--- config.mk ---
export PLATFORM = sky130hd
export DESIGN_NAME = rom_burst_reader
export DESIGN_NICKNAME = d
export VERILOG_FILES = /design/src/rtl/rom_burst_reader.sv
export SDC_FILE = /design/constraint.sdc
export NUM_CORES = 1
export LEC_CHECK = 0
export CAP_MARGIN = 20
export CORE_MARGIN = 4
export CORE_UTILIZATION = 40
export CTS_BUF_LIST = sky130_fd_sc_hd__clkbuf_4
export DETAILED_ROUTE_END_ITERATION = 8
export PLACE_DENSITY = 0.66
export SETUP_SLACK_MARGIN = 0.2
export SLEW_MARGIN = 40
export SYNTH_ARGS = -nofsm -noshare
export SYNTH_HDL_FRONTEND = slang
export SYNTH_SLANG_ARGS = --single-unit
--- constraint.sdc ---
create_clock -name clk -period 2.5 [get_ports clk]
set_clock_uncertainty 0.2 [all_clocks]
set_input_delay 0.375 -clock clk [delete_from_list [all_inputs] [get_ports clk]]
set_output_delay 0.375 -clock clk [all_outputs]
set_load 0.02 [all_outputs]
--- src/rtl/rom_burst_reader.sv ---
// Parametrised synchronous ROM with a burst-read engine and valid/ready handshakes.
// Streams consecutive words from a start address, wrapping at DEPTH, with registered held output.
module rom_burst_reader #(
    parameter int DATA_W    = 8,
    parameter int ADDR_W    = 6,
    parameter int DEPTH     = 1 << ADDR_W,
    parameter int INIT_MODE = 0
) (
    input  logic              clk,
    input  logic              reset,
    input  logic              req_valid,
    output logic              req_ready,
    input  logic [ADDR_W-1:0] req_addr,
    input  logic [ADDR_W-1:0] req_len,
    output logic              rd_valid,
    input  logic              rd_ready,
    output logic [DATA_W-1:0] rd_data,
    output logic              rd_last,
    output logic              busy,
    output logic              err
);

    typedef enum logic {IDLE, BURST} state_t;

    localparam logic [ADDR_W:0]   DEPTH_EXT = (ADDR_W + 1)'(DEPTH);
    localparam logic [ADDR_W-1:0] LAST_ADDR = ADDR_W'(DEPTH - 1);

    state_t            state_q, state_d;
    logic [ADDR_W-1:0] addr_q, addr_d;
    logic [ADDR_W-1:0] rem_q, rem_d;
    logic [DATA_W-1:0] data_q, data_d;
    logic              last_q, last_d;
    logic              valid_q, valid_d;
    logic              err_q, err_d;

    // ROM content is a pure function of the index, so no storage array is needed
    function automatic logic [DATA_W-1:0] rom_word(input logic [ADDR_W-1:0] idx);
        logic [DATA_W-1:0] w;
        w = DATA_W'(idx);
        return (INIT_MODE == 1) ? ~w : w;
    endfunction

    function automatic logic [ADDR_W-1:0] succ(input logic [ADDR_W-1:0] a);
        return (a == LAST_ADDR) ? '0 : a + ADDR_W'(1);
    endfunction

    always_comb begin
        state_d = state_q;
        addr_d  = addr_q;
        rem_d   = rem_q;
        data_d  = data_q;
        last_d  = last_q;
        valid_d = valid_q;
        err_d   = 1'b0;
        case (state_q)
            IDLE: begin
                if (req_valid) begin
                    if ({1'b0, req_addr} < DEPTH_EXT) begin
                        data_d  = rom_word(req_addr);
                        valid_d = 1'b1;
                        last_d  = (req_len == '0);
                        addr_d  = succ(req_addr);
                        rem_d   = req_len;
                        state_d = BURST;
                    end else begin
                        err_d = 1'b1;
                    end
                end
            end
            BURST: begin
                if (valid_q && rd_ready) begin
                    if (rem_q != '0) begin
                        data_d = rom_word(addr_q);
                        addr_d = succ(addr_q);
                        rem_d  = rem_q - ADDR_W'(1);
                        last_d = (rem_q == ADDR_W'(1));
                    end else begin
                        // rd_data deliberately keeps the final beat
                        valid_d = 1'b0;
                        last_d  = 1'b0;
                        state_d = IDLE;
                    end
                end
            end
            default: state_d = IDLE;
        endcase
    end

    always_ff @(posedge clk) begin
        if (!reset) begin
            state_q <= IDLE;
            addr_q  <= '0;
            rem_q   <= '0;
            data_q  <= '0;
            last_q  <= 1'b0;
            valid_q <= 1'b0;
            err_q   <= 1'b0;
        end else begin
            state_q <= state_d;
            addr_q  <= addr_d;
            rem_q   <= rem_d;
            data_q  <= data_d;
            last_q  <= last_d;
            valid_q <= valid_d;
            err_q   <= err_d;
        end
    end

    assign req_ready = (state_q == IDLE);
    assign busy      = (state_q == BURST);
    assign rd_valid  = valid_q;
    assign rd_data   = data_q;
    assign rd_last   = last_q;
    assign err       = err_q;

endmodule
==> results by group, run 1 <==
Worst setup path
  – CP cell instances: buf_4, clkdlybuf4s50_1
  – Cell with the largest stage delay on the worst path: clkdlybuf4s50_1
  – Highest net fanout along the worst path: 18
  – Crit-path max cell delay: 0.65 ns
  – Data required time of the critical path: 1.92 ns
  – WS Path Type: reg2out
  – CP Data Arrival Time: 1.62 ns
  – Critical path capture point type: output pin
  – Critical path launch point type: flop

Final layout
  – Filler cell count in the final layout: 334
  – Share of the core filled with cells in the final layout: 0.512
  – Net count, final: 210
  – Layout overhead on the synthesized area: 22.7%
  – Antenna fix cells: 0
  – Layout cell share with drive strength beyond 1: 0.117

STA
  – Final period demand of the worst path: 2.20 ns
  – Highest achievable clock rate: 455 MHz
  – Final worst-path cycle share: 0.878
  – Unrepaired setup endpoints after global routing: no
  – Worst Slack Setup Final: 0.304 ns
  – Setup_tns: 0 ns
  – Hold Fails Final Rpt: 0
  – Fin. max-slew vios: 0
  – Setup violation total in the final timing report: 0
  – Worst hold margin: 0.307 ns

Global route
  – Remaining Overflow, GRT: 0
  – Pin count of the biggest net entering global routing: 19
  – Via count of the first global-routing pass: 1329
  – Wire length of the first global-routing pass: 6110 microns
  – Total global-route track usage: 0.176
  – Number of antenna violations at the first check in global routing: 0

Synthesis
  – Sequential area share after synthesis: 0.302
  – Synth top area cells: dfxtp_1, a21oi_1, mux2i_1
  – Mapped Cells: 162
  – Number of synthesized flops with an enable pin: 0
  – Post-Synthesis Cell Area: 1390 sq um
  – Library cell occupying the most area in the post-synthesis netlist: dfxtp_1
  – Flip-flop and latch count after synthesis: 21
  – Unique masters post-synth: 52
  – Asr flop ratio synth: 0
  – Area share of the largest cell type after synthesis: 0.302
  – Top flip-flop cell by instance count after synthesis: dfxtp_1
  – Mean area per synthesized cell: 8.60 sq um
  – Yosys warnings: 0

Route
  – DRC violation count after routing: 0
  – Detailed-route wire length: 3700 microns
  – Post-DRT Antenna Nets: 0
  – Vias per inst: 5.77
  – Detailed-router iteration count before antenna repair: 4
  – Iter 0 DRT Violations: 67
  – Total number of vias: 1351
  – Average wire per standard cell: 15.8 microns

Clocking
  – Buffers from clock root to sink, at most: 2
  – Library cell used as clock root buffer: clkbuf_4
  – Hold-fix buffers at CTS: 0
  – Count of instances resized after the clock tree is built: 0
  – Later-pin clock latency in the skew report: 0.31 ns
  – Setup Fix Bufs, Post-CTS: 0
  – Htree depth: 1
  – Clock Pin Slew Worst Setup and Hold Paths: 0.13 ns
  – Number of buffers created by CTS: 3
  – Clock tree from TritonCTS: yes
  – Clock net sink count: 21

Place
  – Final Wtd Congestion: 0.888
  – Final HPWL DP: 2780 microns
  – Pre-CTS setup slack: 0.216 ns
  – # port buffers: 25

Die
  – I/O pin count: 29
  – Starting utilization of the core area: 0.417
  – Die outline height: 67.0 microns
  – Cell Rows: 21
  – Core box area: 3340 sq um
  – Die width: 67.0 microns
  – Die area: 4490 sq um

Power and ir drop
  – Switching Fraction: 0.390
  – Internal Dissipation: 0.000645 W
  – Combinational share of power: 0.428
  – Sequential fraction of design power: 0.406
  – Final Power: 0.00106 W
  – Power per cell area: 618 nW/um^2
  – Worst-case vdd ir drop: 0.323 mV
  – Leakage power of the design: 0.625 nW
  – Switching Power: 0.000412 W
  – Fraction of power consumed by the clock network: 0.166

Status
  – Outcome: complete, no violations

Flow run
  – Max cap viols: 0

Min path
  – Worst hold path type: reg2reg
## registers in the layout, indices dropped and copies added (netlist names)
signal / count
rd_last: 1
rd_data: 6
addr_q: 6
busy: 1
rd_valid: 1
rem_q: 6
## routing by layer
layer	up-vias	track usage	share of wire	wire length, microns
li1	665	-	-	-
met1	640	0.212	0.44	1640
met2	37	0.304	0.50	1830
met3	9	0.0354	0.046	170
met4	0	0.0633	0.015	54
met5	-	0	0	0
## area by class of cell
type | count | area [sq um] | area share
Clock buffer | 3 | 22.5 | 0.0132
Clock inverter | 1 | 5.00 | 0.00293
Inverter | 5 | 18.8 | 0.0110
Multi-Input combinational cell | 126 | 882 | 0.516
Sequential cell | 21 | 420 | 0.246
Tap cell | 46 | 57.6 | 0.0337
Timing Repair Buffer | 32 | 303 | 0.177
## critical path: cells and delay by family, from the launching register on
kind     cells  cell delay [ns]
buf+inv      2             0.91
flops        1             0.39
## Yosys cell counts (2+ instances only)
master / instances
buf_2: 3
nor2b_1: 3
o31ai_1: 6
a41o_1: 2
a21oi_1: 18
nand4_1: 2
clkbuf_1: 3
ha_1: 5
o21ai_0: 5
inv_1: 4
nand3_1: 14
a211oi_2: 2
nor3_1: 3
o2bb2ai_1: 3
or4_1: 2
a211oi_1: 7
nor2_1: 8
dfxtp_1: 21
nand2_1: 8
o311ai_0: 2
buf_4: 3
xor2_1: 2
mux2i_1: 7
## power by group through the flow
stage,logic [W],registers [W],clock network [W]
final,0.000452,0.000429,0.000175
after global routing,0.000495,0.000437,0.000193
after CTS,0.000454,0.000429,0.000178
after detailed placement,0.000451,0.000436,0
after global placement,0.000443,0.000434,0
after floorplan,0.000293,0.000451,0
## cell families after synthesis
| group | share of synthesized area |
|---|---|
| AO/OA/AOI/OAI | 0.288 |
| AND/OR/NAND/NOR | 0.215 |
| flip-flops | 0.302 |
| buffers and inverters | 0.0701 |
| multiplexers | 0.0584 |
| adder cells (fa/ha/maj) | 0.0449 |
| XOR/XNOR | 0.0189 |
| other | 0.00269 |
## path summary, 6_finish.rpt
path | start | endpoint | slack, ns | depth (start not counted)
setup / recovery | busy$_SDFF_PN0_ | busy | 0.30 | 2
hold / removal | rd_valid$_SDFFE_PN0P_ | rd_valid$_SDFFE_PN0P_ | 0.31 | 2
setup reg to reg | rem_q[0]$_SDFFE_PN0P_ | rem_q[0]$_SDFFE_PN0P_ | 0.53 | 5
hold reg to reg | rd_valid$_SDFFE_PN0P_ | rd_valid$_SDFFE_PN0P_ | 0.31 | 2
## per-stage QoR
step / instances / instance area (sq um)
final: 234 / 1710
after global routing: 234 / 1710
after CTS: 234 / 1710
after detailed placement: 230 / 1680
after global placement: 230 / 1680
after floorplan: 164 / 1400
## placed cells by master (no fill, tap or decap), types with 2 or more instances in the layout
cell             count
a211oi_1             7
a211oi_2             2
a21oi_1             18
a41o_1               2
buf_4                7
clkbuf_4             3
clkdlybuf4s50_1     25
conb_1               3
dfxtp_1             21
ha_1                 5
inv_1                4
mux2i_1              7
nand2_1              8
nand3_1             14
nand4_1              2
nor2_1               8
nor2b_1              3
nor3_1               3
o21ai_0              5
o2bb2ai_1            3
o311ai_0             2
o31ai_1              6
or4_1                2
xor2_1               2
(Power assumes the default switching activity.)
==> run 2, diff against run 1 <==
CAP_MARGIN = not set   (was 20)
CORE_MARGIN = 2   (was 4)
==> run 2 against run 1 <==
Clock power barely moved. Flip-flop and latch count did not move. Setup slack improved by 0.0095 ns. Critical path depth did not move. Via count barely moved. Largest power group unchanged. Highest routed layer unchanged. Global-route usage rose by 0.96 points. Critical path type unchanged.
==> results by group, run 2 (synthesis results as in run 1) <==
Place
  – # port buffers: 25
  – Pre-CTS setup slack: 0.260 ns
  – Final Wtd Congestion: 0.802
  – Final HPWL DP: 2710 microns

Global route
  – Via count of the first global-routing pass: 1315
  – Total global-route track usage: 0.185
  – Wire length of the first global-routing pass: 5970 microns
  – Number of antenna violations at the first check in global routing: 0
  – Pin count of the biggest net entering global routing: 20
  – Remaining Overflow, GRT: 0

STA
  – Setup_tns: 0 ns
  – Worst Slack Setup Final: 0.313 ns
  – Setup violation total in the final timing report: 0
  – Hold Fails Final Rpt: 0
  – Final worst-path cycle share: 0.875
  – Fin. max-slew vios: 0
  – Final period demand of the worst path: 2.19 ns
  – Highest achievable clock rate: 457 MHz
  – Unrepaired setup endpoints after global routing: no

Route
  – Iter 0 DRT Violations: 71
  – Post-DRT Antenna Nets: 0
  – Average wire per standard cell: 15.4 microns
  – Detailed-router iteration count before antenna repair: 4
  – Total number of vias: 1350
  – DRC violation count after routing: 0
  – Detailed-route wire length: 3600 microns
  – Vias per inst: 5.77

Die
  – Starting utilization of the core area: 0.417
  – Die width: 63.0 microns
  – Die area: 3970 sq um
  – Cell Rows: 21
  – I/O pin count: 29
  – Die outline height: 63.0 microns
  – Core box area: 3340 sq um

Clocking
  – Clock tree from TritonCTS: yes
  – Clock Pin Slew Worst Setup and Hold Paths: 0.13 ns
  – Hold-fix buffers at CTS: 0
  – Clock net sink count: 21
  – Later-pin clock latency in the skew report: 0.31 ns
  – Count of instances resized after the clock tree is built: 0
  – Buffers from clock root to sink, at most: 2
  – Setup Fix Bufs, Post-CTS: 0
  – Htree depth: 1
  – Library cell used as clock root buffer: clkbuf_4
  – Number of buffers created by CTS: 3

Worst setup path
  – Data required time of the critical path: 1.92 ns
  – Critical path startpoint: busy$_SDFF_PN0_
  – CP Data Arrival Time: 1.61 ns
  – R2R cell count: 5
  – FF-to-FF Start: rem_q[0]$_SDFFE_PN0P_
  – Highest net fanout along the worst path: 19
  – Critical path launch point type: flop
  – Critical path capture point type: output pin
  – R2R Path End: rem_q[0]$_SDFFE_PN0P_
  – WS Path Type: reg2out
  – Reg2reg setup slack: 0.54 ns

Final layout
  – Highest-count cells in the layout ignoring fill and taps: clkdlybuf4s50_1, dfxtp_1, a21oi_1, nand3_1
  – Most common library cell in the layout ignoring fill and taps: clkdlybuf4s50_1
  – Antenna fix cells: 0
  – Filler cell count in the final layout: 354
  – Net count, final: 210
  – Layout overhead on the synthesized area: 22.9%
  – Layout cell share with drive strength beyond 1: 0.117

Min path
  – Hold Startpoint: rd_valid$_SDFFE_PN0P_
  – Hold worst-path end: rd_valid$_SDFFE_PN0P_
  – Worst hold path type: reg2reg
  – Hold Path Cell Cnt: 2

Status
  – Outcome: complete, no violations

Flow run
  – Max cap viols: 0

Power and ir drop
  – Worst-case vdd ir drop: 0.437 mV
  – Power per cell area: 615 nW/um^2
  – Leakage power of the design: 0.622 nW
## run 2: cell types whose count changed in the layout (fill, tap and decap cells not counted)
cell,change
clkinv_2,-1
clkinvlp_4,+1
## run 2: area by class of cell
class	instances	area (sq um)	share of cell area
Clock inverter	1	7.51	0.00439
Tap cell	46	57.6	0.0336
Timing Repair Buffer	32	303	0.177
Clock buffer	3	22.5	0.0132
Multi-Input combinational cell	126	882	0.515
Sequential cell	21	420	0.246
Inverter	5	18.8	0.0110
## run 2: worst max-delay path by stage
| stage | end |
|---|---|
| global placement | addr_q[0]$_SDFFE_PN0P_ |
| finish | busy |
| global route | busy |
| CTS | busy |
| detailed placement | addr_q[0]$_SDFFE_PN0P_ |
| floorplan | rem_q[1]$_SDFFE_PN0P_ |
## run 2: critical path, cell delays in order, from the launching register on
cell	delay, ns
dfxtp_1	0.38
buf_4	0.27
clkdlybuf4s50_1	0.65
## run 2: per-layer routing
layer	GRT usage	wire, microns
met1	0.210	1560
met2	0.342	1790
met3	0.0396	186
met4	0.0583	59
met5	0	0
## run 2: through the flow
step / instances / utilization / cell area [sq um] / hold WS (ns) / total power (W)
6_report: 234 / 0.513 / 1710 / 0.302 / 0.00105
5_1_grt: 234 / 0.513 / 1710 / 0.355 / 0.00112
4_1_cts: 234 / 0.513 / 1710 / 0.303 / 0.00106
3_5_place_dp: 230 / 0.504 / 1680 / 0.284 / 0.000884
3_3_place_gp: 230 / 0.504 / 1680 / 0.278 / 0.000878
2_1_floorplan: 164 / - / 1400 / 0.275 / 0.000744
## run 2: power breakdown
group          total, W  internal [W]  leakage (nW)  switching (W)
clock network  0.000172     0.0000610        0.0139       0.000111
registers      0.000430      0.000381         0.173      0.0000487
logic          0.000450      0.000203         0.435       0.000247
total           0.00105      0.000645         0.622       0.000407
==> run 3, diff against run 2 <==
CORE_UTILIZATION = 53   (was 40)
CTS_CLUSTER_DIAMETER = 150   (was not set)
PLACE_DENSITY = 0.83   (was 0.66)
==> run 3 against run 2 <==
Hold slack worse by 0.0013 ns. Setup slack improved by 0.033 ns. Die area is 23% lower. Total power is 1.8% higher. Global-route usage up 5.9 points. Clock power increased by 12%. Sequential power up 0.9%. Largest cell class unchanged.
==> results by group, run 3 (synthesis results as in run 1) <==
Status
  – Outcome: complete, no violations

Global route
  – Total global-route track usage: 0.244
  – Pin count of the biggest net entering global routing: 24
  – Global Route met1 Usage: 0.327
  – Via count of the first global-routing pass: 1333
  – Met2 layer usage reported by global route: 0.374
  – Most Used Layer, Global Route: met2
  – Remaining Overflow, GRT: 0
  – GR Util met3: 0.0468
  – Wire length of the first global-routing pass: 6070 microns
  – Number of antenna violations at the first check in global routing: 0

Final layout
  – Multi-input gate area in the final layout: 882 sq um
  – Layout overhead on the synthesized area: 20.7%
  – Post-layout instance area: 1680 sq um
  – Filler cell count in the final layout: 211
  – Register area: 420 sq um
  – Highest-count cells in the layout ignoring fill and taps: clkdlybuf4s50_1, dfxtp_1, a21oi_1, nand3_1
  – Net count, final: 208
  – Most common library cell in the layout ignoring fill and taps: clkdlybuf4s50_1
  – Share of the core filled with cells in the final layout: 0.678
  – Layout Cells excl Fill: 216
  – Layout cell share with drive strength beyond 1: 0.113
  – Antenna fix cells: 0

Power and ir drop
  – Internal Dissipation: 0.000650 W
  – Sequential fraction of design power: 0.405
  – Leakage power of the design: 0.614 nW
  – Switching Fraction: 0.393
  – Switching Power: 0.000421 W
  – Worst-case vdd ir drop: 0.558 mV
  – Fraction of power consumed by the clock network: 0.179
  – Combinational share of power: 0.416
  – Power per cell area: 637 nW/um^2

Worst setup path
  – Bufs and invs on worst path: 2
  – WS Path Type: reg2out
  – Cell type group with the largest total delay on the critical path: buffers and inverters
  – CP cell instances: clkinvlp_4, clkdlybuf4s50_1
  – CP Data Arrival Time: 1.58 ns
  – Crit-path max cell delay: 0.56 ns
  – Data required time of the critical path: 1.92 ns
  – Cell with the largest stage delay on the worst path: clkdlybuf4s50_1
  – Critical path launch point type: flop
  – Critical path capture point type: output pin
  – Highest net fanout along the worst path: 7

STA
  – Worst Slack Setup Final: 0.347 ns
  – Setup violation total in the final timing report: 0
  – Highest achievable clock rate: 464 MHz
  – Setup_tns: 0 ns
  – Unrepaired setup endpoints after global routing: no
  – Fin. max-slew vios: 0
  – Final worst-path cycle share: 0.861
  – Hold Fails Final Rpt: 0
  – Final period demand of the worst path: 2.15 ns

Clocking
  – Number of buffers created by CTS: 3
  – Clock Pin Slew Worst Setup and Hold Paths: 0.13 ns
  – Htree depth: 1
  – Later-pin clock latency in the skew report: 0.32 ns
  – Library cell used as clock root buffer: clkbuf_4
  – Clock net sink count: 21
  – Buffers from clock root to sink, at most: 2
  – Clock tree from TritonCTS: yes

Die
  – Core box area: 2480 sq um
  – Cell Rows: 18
  – I/O pin count: 29
  – Die width: 55.3 microns
  – Die area: 3050 sq um
  – Die outline height: 55.3 microns
  – Starting utilization of the core area: 0.562

Place
  – Final HPWL DP: 2490 microns
  – # port buffers: 25
  – DP Area: 1640 sq um
  – Final Wtd Congestion: 0.876
  – Number of instances in the placed design: 211
  – Pre-CTS setup slack: 0.241 ns

Route
  – Average wire per standard cell: 17.1 microns
  – Post-DRT Antenna Nets: 0
  – Total number of vias: 1394
  – Iter 0 DRT Violations: 48
  – Detailed-route wire length: 3680 microns
  – DRC violation count after routing: 0
  – Vias per inst: 6.45
  – Detailed-router iteration count before antenna repair: 5

Flow run
  – Max cap viols: 0

Min path
  – Worst hold path type: reg2reg
==> run 3: cell count changes in the layout (fill, tap and decap cells not counted), sizes merged <==
| cell | previous run | this run |
|---|---|---|
| clkbuf | 3 | 4 |
| inv | 4 | 3 |
| buf | 7 | 5 |
==> run 3: metal layers <==
metal,part of all wire,up-vias
met2,0.47,62
met4,0.025,0
met5,0,-
li1,-,662
met1,0.44,659
met3,0.068,11
==> run 3: timing repair <==
item                       4_1_cts  5_1_grt
hold buffers                     0        0
gates resized for setup          1        0
setup buffers                    1        0
setup endpoints to repair        1        0
==> run 3: worst paths after layout <==
| path | from | endpoint | slack, ns | cells after the start |
|---|---|---|---|---|
| max | busy$_SDFF_PN0_ | req_ready | 0.35 | 2 |
| min | rd_valid$_SDFFE_PN0P_ | rd_valid$_SDFFE_PN0P_ | 0.30 | 2 |
| max reg2reg | rem_q[2]$_SDFFE_PN0P_ | rd_data[1]$_SDFFE_PN0P_ | 0.45 | 5 |
| min reg2reg | rd_valid$_SDFFE_PN0P_ | rd_valid$_SDFFE_PN0P_ | 0.30 | 2 |
==> run 3: through the flow <==
stage / power, W / hold slack [ns]
after floorplan: 0.000744 / 0.275
after global placement: 0.000861 / 0.278
final: 0.00107 / 0.300
after CTS: 0.00106 / 0.300
after global routing: 0.00113 / 0.354
after detailed placement: 0.000875 / 0.283
==> run 3: power by group through the flow <==
stage	combinational (W)	sequential, W	clock, W
floorplan	0.000293	0.000451	0
CTS	0.000443	0.000432	0.000189
detailed placement	0.000436	0.000438	0
global placement	0.000426	0.000435	0
global route	0.000486	0.000439	0.000203
finish	0.000445	0.000434	0.000192
==> run 3: area by class of cell <==
cell class	count	share of cell area
Inverter	5	0.0134
Sequential cell	21	0.250
Multi-Input combinational cell	126	0.525
Timing Repair Buffer	30	0.171
Tap cell	30	0.0223
Clock buffer	4	0.0179
==> run 3: worst min-delay path: cells and delay by family, from the launching register on <==
family,cells,cell delay [ns]
flip-flops,1,0.35
AND/OR/NAND/NOR,1,0.06
AO/OA/AOI/OAI,1,0.05
